**src/rtl/ddr3_axi_wrcmd.sv**
```systemverilog
// AXI4 AW front-end: splits each burst into BL8 write requests for the DDR3 controller, one B per burst.
// Optional WRAP burst support is enabled by defining DDR3_AXI_WRAP_BURST_EN.
module ddr3_axi_wrcmd #(
    parameter int ADDRS = 25,
    parameter int REQID = 4
) (
    input  logic             clock,
    input  logic             reset,
    input  logic             axi_awvalid_i,
    output logic             axi_awready_o,
    input  logic [REQID-1:0] axi_awid_i,
    input  logic [ADDRS:0]   axi_awaddr_i,
    input  logic [7:0]       axi_awlen_i,
    input  logic [1:0]       axi_awburst_i,
    output logic             axi_bvalid_o,
    input  logic             axi_bready_i,
    output logic [REQID-1:0] axi_bid_o,
    output logic [1:0]       axi_bresp_o,
    output logic             mem_wrreq_o,
    output logic             mem_wrlst_o,
    input  logic             mem_wrack_i,
    input  logic             mem_wrerr_i,
    output logic [REQID-1:0] mem_wrtid_o,
    output logic [ADDRS-1:0] mem_wradr_o
);

    // state | meaning
    // IDLE  | awready high, waiting for an AW handshake
    // REQ   | presenting BL8 write requests until the last chunk is acked
    // RESP  | bvalid high, waiting for bready
    typedef enum logic [1:0] {
        IDLE = 2'd0,
        REQ  = 2'd1,
        RESP = 2'd2
    } state_t;

    localparam logic [1:0] RESP_OKAY   = 2'b00;
    localparam logic [1:0] RESP_SLVERR = 2'b10;

    state_t           r_state, w_state_nxt;
    logic             r_awready, w_awready_nxt;
    logic             r_bvalid, w_bvalid_nxt;
    logic [REQID-1:0] r_bid, w_bid_nxt;
    logic [1:0]       r_bresp, w_bresp_nxt;
    logic             r_wrreq, w_wrreq_nxt;
    logic             r_wrlst, w_wrlst_nxt;
    logic [REQID-1:0] r_wrtid, w_wrtid_nxt;
    logic [ADDRS-1:0] r_wradr, w_wradr_nxt;
    logic [ADDRS-1:0] r_mask, w_mask_nxt;
    logic [6:0]       r_count, w_count_nxt;
    logic             r_err, w_err_nxt;

    logic             w_aw_hs;
    logic             w_burst_ok;
    logic             w_legal;
    logic [ADDRS-1:0] w_mask_acc;
    logic [ADDRS-1:0] w_adr_inc;

    assign w_aw_hs = axi_awvalid_i & r_awready;

    // r_mask selects the address bits that wrap; all ones means a plain incrementing burst.
    always_comb begin
        w_burst_ok = 1'b0;
        w_mask_acc = '1;
        case (axi_awburst_i)
            2'b01: w_burst_ok = 1'b1;
`ifdef DDR3_AXI_WRAP_BURST_EN
            2'b10: begin
                w_burst_ok = (axi_awlen_i == 8'd3) || (axi_awlen_i == 8'd7) ||
                             (axi_awlen_i == 8'd15);
                w_mask_acc = {{(ADDRS-5){1'b0}}, axi_awlen_i[3:0], 1'b1};
            end
`endif
            default: w_burst_ok = 1'b0;
        endcase
    end

    assign w_legal = (axi_awaddr_i[3:0] == 4'd0) && (axi_awlen_i[1:0] == 2'b11) && w_burst_ok;

    assign w_adr_inc = (r_wradr & ~r_mask) |
                       ((r_wradr + {{(ADDRS-4){1'b0}}, 4'd8}) & r_mask);

    always_comb begin
        w_state_nxt = r_state;
        w_bvalid_nxt = r_bvalid;
        w_bid_nxt = r_bid;
        w_bresp_nxt = r_bresp;
        w_wrreq_nxt = r_wrreq;
        w_wrlst_nxt = r_wrlst;
        w_wrtid_nxt = r_wrtid;
        w_wradr_nxt = r_wradr;
        w_mask_nxt = r_mask;
        w_count_nxt = r_count;
        w_err_nxt = r_err;
        case (r_state)
            IDLE: begin
                if (w_aw_hs) begin
                    w_wrtid_nxt = axi_awid_i;
                    w_wradr_nxt = axi_awaddr_i[ADDRS:1];
                    w_mask_nxt = w_mask_acc;
                    w_count_nxt = {1'b0, axi_awlen_i[7:2]} + 7'd1;
                    if (w_legal) begin
                        w_state_nxt = REQ;
                        w_wrreq_nxt = 1'b1;
                        w_wrlst_nxt = (axi_awlen_i[7:2] == 6'd0);
                    end else begin
                        w_state_nxt = RESP;
                        w_err_nxt = 1'b1;
                        w_bvalid_nxt = 1'b1;
                        w_bid_nxt = axi_awid_i;
                        w_bresp_nxt = RESP_SLVERR;
                    end
                end
            end
            REQ: begin
                if (mem_wrack_i) begin
                    w_err_nxt = r_err | mem_wrerr_i;
                    if (r_count == 7'd1) begin
                        w_state_nxt = RESP;
                        w_wrreq_nxt = 1'b0;
                        w_wrlst_nxt = 1'b0;
                        w_bvalid_nxt = 1'b1;
                        w_bid_nxt = r_wrtid;
                        w_bresp_nxt = (r_err | mem_wrerr_i) ? RESP_SLVERR : RESP_OKAY;
                    end else begin
                        w_count_nxt = r_count - 7'd1;
                        w_wradr_nxt = w_adr_inc;
                        w_wrlst_nxt = (r_count == 7'd2);
                    end
                end
            end
            RESP: begin
                if (axi_bready_i) begin
                    w_state_nxt = IDLE;
                    w_bvalid_nxt = 1'b0;
                    w_bresp_nxt = RESP_OKAY;
                    w_err_nxt = 1'b0;
                end
            end
            default: w_state_nxt = IDLE;
        endcase
        w_awready_nxt = (w_state_nxt == IDLE);
    end

    always_ff @(posedge clock) begin
        if (reset) begin
            r_state <= IDLE;
        end else begin
            r_state <= w_state_nxt;
        end
    end

    always_ff @(posedge clock) begin
        if (reset) begin
            r_awready <= 1'b0;
            r_bvalid <= 1'b0;
            r_bid <= '0;
            r_bresp <= RESP_OKAY;
            r_wrreq <= 1'b0;
            r_wrlst <= 1'b0;
            r_wrtid <= '0;
            r_wradr <= '0;
            r_mask <= '1;
            r_count <= '0;
            r_err <= 1'b0;
        end else begin
            r_awready <= w_awready_nxt;
            r_bvalid <= w_bvalid_nxt;
            r_bid <= w_bid_nxt;
            r_bresp <= w_bresp_nxt;
            r_wrreq <= w_wrreq_nxt;
            r_wrlst <= w_wrlst_nxt;
            r_wrtid <= w_wrtid_nxt;
            r_wradr <= w_wradr_nxt;
            r_mask <= w_mask_nxt;
            r_count <= w_count_nxt;
            r_err <= w_err_nxt;
        end
    end

    assign axi_awready_o = r_awready;
    assign axi_bvalid_o = r_bvalid;
    assign axi_bid_o = r_bid;
    assign axi_bresp_o = r_bresp;
    assign mem_wrreq_o = r_wrreq;
    assign mem_wrlst_o = r_wrlst;
    assign mem_wrtid_o = r_wrtid;
    assign mem_wradr_o = r_wradr;

endmodule

```
**config.mk**
```make
export PLATFORM = sky130hd
export DESIGN_NAME = ddr3_axi_wrcmd
export DESIGN_NICKNAME = d
export VERILOG_FILES = /design/src/rtl/ddr3_axi_wrcmd.sv
export SDC_FILE = /design/constraint.sdc
export NUM_CORES = 1
export LEC_CHECK = 0
export BUFFER_PORTS_ARGS = -buffer_cell sky130_fd_sc_hd__buf_2
export CAP_MARGIN = 20
export CORE_UTILIZATION = 52
export DETAILED_ROUTE_END_ITERATION = 10
export PLACE_DENSITY = 0.8
export SYNTH_ARGS = -nofsm -noshare
export SYNTH_HDL_FRONTEND = slang
export SYNTH_SLANG_ARGS = --single-unit
export TNS_END_PERCENT = 50
```
**constraint.sdc**
```tcl
create_clock -name clock -period 2.34 [get_ports clock]
set_clock_uncertainty 0.15 [all_clocks]
set_input_delay 0.117 -clock clock [delete_from_list [all_inputs] [get_ports clock]]
set_output_delay 0.117 -clock clock [all_outputs]
set_load 0.005 [all_outputs]
```
==> key figures, run 1 <==
Pwr
  – Flop pwr share: 0.515
  – Leakage: 1.50 nW
  – Pwr per Cell Area: 503 mW/mm2
  – Sw frac: 0.301
  – Pint: 0.00126 W
  – VDD IR max: 372 uV
  – Gate power share: 0.200
  – Sw power: 0.000541 W
  – Clk pwr share: 0.286

Synth
  – Number of synthesis warnings: 0
  – Yosys cell types: 61
  – Async SR Flop Fraction: 0
  – Cell area after synthesis: 0.00288 mm2
  – Avg Cell Area, Syn: 8.10 um2
  – Synthesized flop and latch total: 48
  – Post-synth EDFFs: 0
  – Syn Nets: 407
  – Most used DFF post-synth: dfxtp_1
  – Post-synthesis sequential area ratio: 0.334
  – Post-synthesis instance total: 355

Die
  – Std-Cell Rows: 26
  – Core Region: 0.00520 mm2
  – Die width: 76.4 um
  – Die Footprint: 0.00583 mm2
  – Chip height: 76.4 um
  – Starting Density: 0.553
  – IO Pins: 85

STA
  – Final hold viol count: 0
  – Final critical path time including I/O delays and setup: 2.08 ns
  – Slew @ Worst Pin: 0.509 ns
  – Slew Limit Headroom: 0.660
  – Total Neg Setup Slack: 0 ns
  – Final setup margin: 0.257 ns
  – Final period util: 0.890
  – RSZ-0062 raised after global routing: no
  – Max Freq: 0.480 GHz
  – Final Max Tran Viols: 0
  – Final setup vio count: 0

Layout
  – Area growth from synthesis to layout: 24.1%
  – Most frequent cells in the layout: buf_2 (83), dfxtp_1 (48), nor2_1 (43)
  – Layout cell share with drive strength beyond 1: 0.280
  – Commonest non-fill, non-tap cell in the layout: buf_2
  – # diodes: 0
  – Post-route insts no fill: 517
  – # nets final: 498

Global route
  – Vias in the first global route: 2,862
  – Initial antenna violation count: 0
  – GRT Util Overall: 0.268
  – Pin count of the biggest net entering global routing: 30
  – Remaining global-route overflow: 0
  – First-pass GRT wire length: 12.9 mm

Placed design
  – Post-DP HPWL: 5.49 mm
  – # placed instances: 497
  – I/O Buffers: 83
  – GPL Wtd Cong: 0.848
  – Setup slack at placement: 0.276 ns

Route
  – DR WL/cell: 14.8 um
  – Vias: 3,050
  – Post-route DRC violation count: 0
  – Drt first pass iters: 4
  – DRT iter0 DRCs: 206
  – Routed WL: 7.66 mm
  – Vias per cell: 5.90
  – Antenna Nets Post-Route: 0

Worst setup path
  – CP Capture Type: flop
  – Crit path kind: reg2reg
  – Startpoint Class: flop
  – Critical path required time: 2.37 ns
  – CP max FO: 16
  – CP Data Arrival Time: 2.12 ns

Clocking
  – Max Buffers Root-to-Sink: 2
  – Clock slew at reported path FFs: 0.10 ns
  – Htree depth: 2
  – Total CTS buffers: 5
  – Setup bufs post-CTS: 0
  – TritonCTS Sinks: 48
  – Clock Root Buffer: clkbuf_8
  – CTS tree: built
  – Clock latency at the later pin of the worst-skew pair: 0.30 ns

Job
  – Max cap viols: 0

Run status
  – Status: finished, final reports clean

Worst hold path
  – Worst hold path type: in2reg
==> power by group through the flow <==
stage / sequential [W] / clock [W] / combinational [W]
detailed placement: 0.000941 / 0 / 0.000340
floorplan: 0.000935 / 0 / 0.000209
global placement: 0.000938 / 0 / 0.000332
global route: 0.000932 / 0.000565 / 0.000395
finish: 0.000925 / 0.000513 / 0.000359
CTS: 0.000922 / 0.000527 / 0.000357
==> metrics by stage <==
step                cell area (um2)  hold WS, ns  utilization  total power, W
global placement               3360        0.185        0.645         0.00127
detailed placement             3360        0.201        0.645         0.00128
finish                         3570       0.0135        0.686         0.00180
global route                   3570      0.00517        0.686         0.00189
CTS                            3570      0.00121        0.686         0.00181
floorplan                      2880       0.0594            -         0.00114
==> what timing repair did <==
action | 4_1_cts | 5_1_grt
hold endpoints to repair | 12 | 0
hold buffers | 12 | 0
gates resized for setup | 0 | 0
==> path summary, 6_finish.rpt <==
path / start / end / slack [ns] / cells after the start
max: r_count[1] / mem_wradr_o[18] / 0.26 / 8
min reg2reg: mem_wradr_o[1] / mem_wradr_o[1] / 0.31 / 2
max reg2reg: r_count[1] / mem_wradr_o[18] / 0.26 / 8
min: axi_awaddr_i[21] / mem_wradr_o[20] / 0.01 / 3
==> area by class of cell <==
class | instances | area, um2
fillers | 438 | 1640
inverters | 10 | 37.5
repair buffers | 107 | 638
clock buffers | 5 | 68.8
clock inverters | 3 | 22.5
well taps | 70 | 87.6
multi-input cells | 274 | 1750
flip-flops and latches | 48 | 961
==> metal layers <==
metal | wire length, um | global-route usage | part of all wire
met5 | 0 | 0 | 0
met4 | 63 | 0.0692 | 0.0082
met3 | 544 | 0.0659 | 0.071
met2 | 3860 | 0.473 | 0.50
met1 | 3200 | 0.322 | 0.42
==> critical path, cell delays in order, from the launching register on <==
cell     delay, ns
dfxtp_1       0.40
inv_1         0.10
ha_1          0.19
and2b_1       0.23
a32oi_4       0.27
buf_4         0.25
o21ai_0       0.12
a22oi_1       0.20
nor2_1        0.06
==> cells by family (layout without fill, tap and decap cells) <==
kind of cell	count (synthesis)	in the layout	share of synthesized area
mux	8	8	0.0278
buf+inv	33	125	0.0579
compound gates	103	103	0.257
simple gates	152	152	0.284
flops	48	48	0.334
xor+xnor	4	4	0.0122
fa+ha+maj	6	6	0.0261
other cells	1	1	0.00130
==> cells in the mapped netlist (all sizes together), types with 10 or more instances <==
| master | count | area (um2) |
|---|---|---|
| buf | 12 | 87.6 |
| nand2 | 36 | 145 |
| a22oi | 10 | 75.1 |
| inv | 10 | 37.5 |
| o21ai | 25 | 140 |
| nor3 | 12 | 65.1 |
| nand3 | 20 | 105 |
| dfxtp | 48 | 961 |
| clkbuf | 11 | 41.3 |
| a21oi | 24 | 120 |
| nor2 | 43 | 161 |
| a211oi | 10 | 85.1 |
==> state kept, by name (all words and copies together), names as in the netlist <==
name           cells
r_state            2
mem_wrlst_o        1
r_err              1
axi_bresp_o        1
axi_bvalid_o       1
mem_wrtid_o        4
r_count            7
axi_bid_o          4
mem_wrreq_o        1
mem_wradr_o       25
axi_awready_o      1
No activity file was read; power rests on OpenSTA's default activity.
==> run 2: changes to the inputs <==
SETUP_SLACK_MARGIN = 0.3   (was default)
==> run 2 against run 1 <==
Highest routed layer unchanged. Global-route usage down 0.077 points. Critical path type unchanged. First-iteration DRC count down 0.49%. Sequential share of layout area down 0.56 points. Cell area up 2.5%. Clock-buffer cell count unchanged. Critical path depth down 1. Sequential power about the same. Fmax up 6.3%. Largest cell class unchanged. Flip-flop and latch count unchanged. Non-clock buffer count up 5. Via count up 3.0%.
==> key figures, run 2 (synthesis results as in run 1) <==
Run status
  – Status: finished, final reports clean

Die
  – Core Region: 0.00520 mm2
  – Die Footprint: 0.00583 mm2
  – Starting Density: 0.553
  – IO Pins: 85
  – Die width: 76.4 um
  – Chip height: 76.4 um
  – Std-Cell Rows: 26

STA
  – Final Max Tran Viols: 0
  – Slew @ Worst Pin: 0.515 ns
  – Hold slack: 0.00735 ns
  – Total Neg Setup Slack: 0 ns
  – Max Freq: 0.510 GHz
  – Final setup margin: 0.380 ns
  – Final period util: 0.837
  – Final hold viol count: 0
  – RSZ-0062 raised after global routing: yes
  – Final critical path time including I/O delays and setup: 1.96 ns
  – Slew Limit Headroom: 0.657
  – Final setup vio count: 0

Global route
  – First-pass GRT wire length: 12.8 mm
  – Initial antenna violation count: 0
  – GRT Util Overall: 0.267
  – Vias in the first global route: 2,867
  – Remaining global-route overflow: 0
  – Pin count of the biggest net entering global routing: 30

Layout
  – # diodes: 0
  – Post-route insts no fill: 522
  – Commonest non-fill, non-tap cell in the layout: buf_2
  – Max reg flops: 25
  – Register Area: 965 um2
  – Layout cell share with drive strength beyond 1: 0.308
  – Area growth from synthesis to layout: 27.2%
  – Area of the multi-input gates: 0.00179 mm2
  – Most frequent cells in the layout: buf_2 (84), dfxtp_1 (45), nor2_1 (43)
  – Filler cell count: 423
  – # nets final: 503

Worst setup path
  – CP max stage cell: dfxtp_2
  – Worst R2R Setup Slack: 0.38 ns
  – CP max FO: 9
  – Critical path required time: 2.39 ns
  – Reg-to-Reg End: r_count[3]
  – Critical R2R Launch: r_count[1]
  – Cell Chain, Critical Path: inv_1 > ha_2 > and2b_2 > a32oi_4 > buf_6 > o21ai_0 > a221oi_1
  – CP Capture Type: flop
  – Startpoint Class: flop
  – R2r worst-path depth: 7
  – Setup crit end: r_count[3]
  – Crit path kind: reg2reg
  – Critical Path Max Stage Delay: 0.35 ns
  – CP Launch Point: r_count[1]
  – CP Data Arrival Time: 2.01 ns

Placed design
  – Post-DP HPWL: 5.49 mm
  – GPL Wtd Cong: 0.848
  – # placed instances: 497
  – I/O Buffers: 83
  – Setup slack at placement: 0.276 ns

Clocking
  – Htree depth: 2
  – Max Buffers Root-to-Sink: 2
  – Clock Root Buffer: clkbuf_8
  – Clock latency at the later pin of the worst-skew pair: 0.31 ns
  – TritonCTS Sinks: 48
  – Clock slew at reported path FFs: 0.09 ns
  – Total CTS buffers: 5
  – CTS tree: built

Route
  – Post-route DRC violation count: 0
  – Drt first pass iters: 5
  – DR WL/cell: 14.9 um
  – DRT iter0 DRCs: 205
  – Vias: 3,143
  – Routed WL: 7.79 mm
  – Vias per cell: 6.02
  – Antenna Nets Post-Route: 0

Pwr
  – VDD IR max: 368 uV
  – Tot Pwr: 0.00181 W
  – Pwr per Cell Area: 496 mW/mm2
  – Leakage: 1.55 nW

Job
  – Max cap viols: 0

Worst hold path
  – Worst hold path type: in2reg
## run 2: power by group
| group | total (W) | internal (W) | switching [W] |
|---|---|---|---|
| logic | 0.000374 | 0.000185 | 0.000189 |
| registers | 0.000925 | 0.000867 | 0.0000585 |
| clock network | 0.000515 | 0.000215 | 0.000300 |
| total | 0.00181 | 0.00127 | 0.000548 |
## run 2: stage by stage
stage / cell area, um2 / util
floorplan: 2880 / -
global placement: 3360 / 0.645
detailed placement: 3360 / 0.645
CTS: 3580 / 0.688
global route: 3660 / 0.703
finish: 3660 / 0.703
## run 2: worst min-delay path by stage
stage	from	to	slack [ns]	cells past startpoint
floorplan	axi_bready_i	axi_bvalid_o	0.06	1
global placement	axi_bready_i	axi_bvalid_o	0.19	2
detailed placement	axi_bready_i	axi_bvalid_o	0.20	2
CTS	axi_awaddr_i[21]	mem_wradr_o[20]	0.001	3
global route	axi_awaddr_i[21]	mem_wradr_o[20]	0.002	3
finish	axi_awaddr_i[21]	mem_wradr_o[20]	0.007	3
## run 2: critical path: cells and delay by family (launching register included)
family,cells,cell delay [ns]
fa+ha+maj,1,0.17
compound gates,3,0.71
buf+inv,2,0.26
flops,1,0.35
simple gates,1,0.23
## run 2: repair_timing
action / in CTS / in global routing
setup buffers: 0 / 4
endpoints found under the setup margin: 4 / 25
pin swaps: 0 / 3
endpoints found under the hold margin: 12 / 0
gates cloned: 0 / 1
gates resized for setup: 2 / 13
hold buffers: 12 / 0
## run 2: cell type report
class / count / share of cell area
Timing Repair Buffer: 112 / 0.188
Sequential cell: 48 / 0.264
Inverter: 10 / 0.0103
Clock inverter: 3 / 0.00615
Multi-Input combinational cell: 274 / 0.489
Tap cell: 70 / 0.0239
Clock buffer: 5 / 0.0188
## run 2: metal layers
layer  wire, um  part of all wire  track usage  up-vias
li1           -                 -            -     1503
met1       3170              0.41        0.319     1469
met2       3870              0.50        0.473      156
met3        654             0.084       0.0659       15
met4         89             0.011       0.0692        0
met5          0                 0            0        -
==> run 3: changes to the inputs <==
ABC_AREA = 1   (was default)
CORE_UTILIZATION = 53   (was 52)
PLACE_DENSITY = 0.81   (was 0.8)
clock period = 1.84 ns   (was 2.34 ns; I/O delays follow)
==> run 3 against run 2 <==
First-iteration DRC count rose by 73%. Combinational power rose by 140%. Final cell count rose by 32%. Sequential share of layout area fell by 4.3 points. Worst setup slack got worse by 0.35 ns. Clock power rose by 40%. The run now ends with negative hold slack left. Core utilization rose by 11 points.
==> key figures, run 3 <==
Die
  – Chip height: 77.8 um
  – Core Region: 0.00554 mm2
  – Std-Cell Rows: 27
  – Die Footprint: 0.00606 mm2
  – Starting Density: 0.550
  – Die width: 77.8 um
  – IO Pins: 85

Worst setup path
  – Crit path kind: reg2reg
  – Critical path required time: 1.93 ns
  – CP max FO: 8
  – Critical R2R Launch: r_count[5]
  – Startpoint Class: flop
  – Worst R2R Setup Slack: 0.03 ns
  – R2r worst-path depth: 8
  – CP Data Arrival Time: 1.90 ns
  – CP Capture Type: flop
  – Reg-to-Reg End: mem_wradr_o[17]

Synth
  – Async SR Flop Fraction: 0
  – Synthesized flop and latch total: 48
  – Post-synth EDFFs: 0
  – Post-synthesis instance total: 486
  – Synth area leader: dfxtp_1
  – Yosys cell types: 37
  – Avg Cell Area, Syn: 6.27 um2
  – Yosys top cell area share: 0.315
  – Synth top area cells: dfxtp_1 (32%), nand2_1 (14%), nor2_1 (11%)
  – Most used DFF post-synth: dfxtp_1
  – Syn Nets: 538
  – Post-synth top cells: nand2_1 (115), nor2_1 (87), dfxtp_1 (48)
  – Number of synthesis warnings: 0
  – Post-synthesis sequential area ratio: 0.315
  – Cell area after synthesis: 0.00305 mm2
  – Top-count cell post-synth: nand2_1

Pwr
  – Flop pwr share: 0.435
  – Leakage: 2.02 nW
  – Pint: 0.00185 W
  – VDD IR max: 442 uV
  – Pwr per Cell Area: 644 mW/mm2
  – Gate power share: 0.316
  – Clk pwr share: 0.249
  – Sw power: 0.00104 W
  – Sw frac: 0.359

Global route
  – Remaining global-route overflow: 0
  – Initial antenna violation count: 0
  – Vias in the first global route: 3,449
  – Pin count of the biggest net entering global routing: 28
  – First-pass GRT wire length: 15.5 mm
  – GRT Util Overall: 0.323

Worst hold path
  – Worst hold path type: in2reg
  – WHS Endpoint: mem_wradr_o[21]
  – Hold depth: 5
  – Hold_sp: axi_awaddr_i[22]

Clocking
  – Max Buffers Root-to-Sink: 2
  – TritonCTS Sinks: 48
  – CTS tree: built
  – Htree depth: 2
  – Clock slew at reported path FFs: 0.11 ns
  – Clock latency at the later pin of the worst-skew pair: 0.32 ns
  – Total CTS buffers: 5
  – Clock Root Buffer: clkbuf_8

Route
  – Vias: 4,045
  – DRT iter0 DRCs: 354
  – Routed WL: 11.4 mm
  – Post-route DRC violation count: 0
  – Drt first pass iters: 5
  – DR WL/cell: 16.6 um
  – Vias per cell: 5.89
  – Antenna Nets Post-Route: 0

STA
  – Final Max Tran Viols: 0
  – Final period util: 0.983
  – Final hold viol count: 1
  – Final setup vio count: 0
  – Final setup margin: 0.0311 ns
  – Max Freq: 0.553 GHz
  – RSZ-0062 raised after global routing: yes
  – Final critical path time including I/O delays and setup: 1.81 ns
  – Hold slack: -0.000930 ns

Run status
  – Failing checks: negative hold slack
  – Status: finished, violations left

Placed design
  – I/O Buffers: 83
  – Post-DP HPWL: 5.82 mm
  – Setup slack at placement: 0.0961 ns
  – Cell area after placement: 0.00362 mm2
  – GPL Wtd Cong: 0.853

Layout
  – Register Area: 988 um2
  – Design area: 0.00449 mm2
  – Area growth from synthesis to layout: 47.3%
  – Max reg flops: 25
  – Most frequent cells in the layout: nand2_1 (104), buf_2 (83), nor2_1 (75)
  – # diodes: 0
  – Commonest non-fill, non-tap cell in the layout: nand2_1
  – Filler cell count: 342
  – Area of the multi-input gates: 0.00210 mm2
  – Layout cell share with drive strength beyond 1: 0.356
  – # nets final: 666

Job
  – Max cap viols: 0
==> run 3: final cells by class <==
| type | instances | share of cell area |
|---|---|---|
| sequential | 48 | 0.220 |
| clock buffer | 5 | 0.0153 |
| tap | 72 | 0.0201 |
| clock inverter | 3 | 0.00557 |
| inverter | 43 | 0.0385 |
| multi-input combinational | 376 | 0.469 |
| timing repair buffer | 140 | 0.232 |
==> run 3: how the worst max path moves through the flow <==
stage / to / cells past startpoint / startpoint / slack [ns]
CTS: mem_wradr_o[8] / 9 / r_count[1] / 0.23
detailed placement: mem_wradr_o[16] / 8 / r_state[1] / 0.1
finish: mem_wradr_o[17] / 8 / r_count[5] / 0.03
global route: mem_wradr_o[17] / 8 / r_count[5] / -0.07
global placement: mem_wradr_o[16] / 10 / r_count[1] / 0.14
floorplan: mem_wradr_o[18] / 10 / r_count[1] / 0.28
==> run 3: power groups by stage <==
stage / Sequential [W] / Combinational (W) / Clock, W
2_1_floorplan: 0.00125 / 0.000380 / 0
3_3_place_gp: 0.00125 / 0.000587 / 0
3_5_place_dp: 0.00126 / 0.000606 / 0
4_1_cts: 0.00123 / 0.000746 / 0.000701
5_1_grt: 0.00127 / 0.000985 / 0.000763
6_report: 0.00126 / 0.000914 / 0.000719
==> run 3: worst max-delay path, stage by stage (launching register included) <==
cell and delay, ns:
dfxtp_1 0.40, inv_2 0.11, nand2_4 0.07, nor3_4 0.27, nand2_2 0.16, nand2_8 0.15, clkbuf_16 0.17, nand2_1 0.06
a21oi_1 0.19
==> run 3: routing by layer <==
metal | wire, um | global-route usage | part of all wire | up-vias
li1 | - | - | - | 1838
met1 | 4100 | 0.371 | 0.36 | 1814
met2 | 5520 | 0.581 | 0.48 | 314
met3 | 1100 | 0.0553 | 0.096 | 79
met4 | 716 | 0.143 | 0.063 | 0
met5 | 0 | 0 | 0 | -
==> run 3: per-stage QoR <==
stage / setup TNS [ns] / cells / utilization / total power, W / hold slack [ns]
after floorplan: 0 / 486 / - / 0.00163 / 0.0150
after global placement: 0 / 637 / 0.654 / 0.00184 / 0.184
after detailed placement: 0 / 637 / 0.654 / 0.00186 / 0.198
after CTS: 0 / 678 / 0.751 / 0.00268 / 0.00200
after global routing: -0.192 / 687 / 0.811 / 0.00302 / 0.0311
final: 0 / 687 / 0.811 / 0.00289 / -0.000930
==> run 3: what timing repair did <==
item,in CTS,in global routing
pin swaps,6,19
cloned,1,3
endpoints found under the setup margin,40,44
setup buffers,19,5
hold buffers,13,1
hold endpoints to repair,13,1
gates resized for setup,35,61
==> run 3: logic make-up after synthesis <==
group	synth area share
buf+inv	0.0928
simple gates	0.401
other cells	0.00123
fa+ha+maj	0.0246
compound gates	0.157
xor+xnor	0.00862
flops	0.315
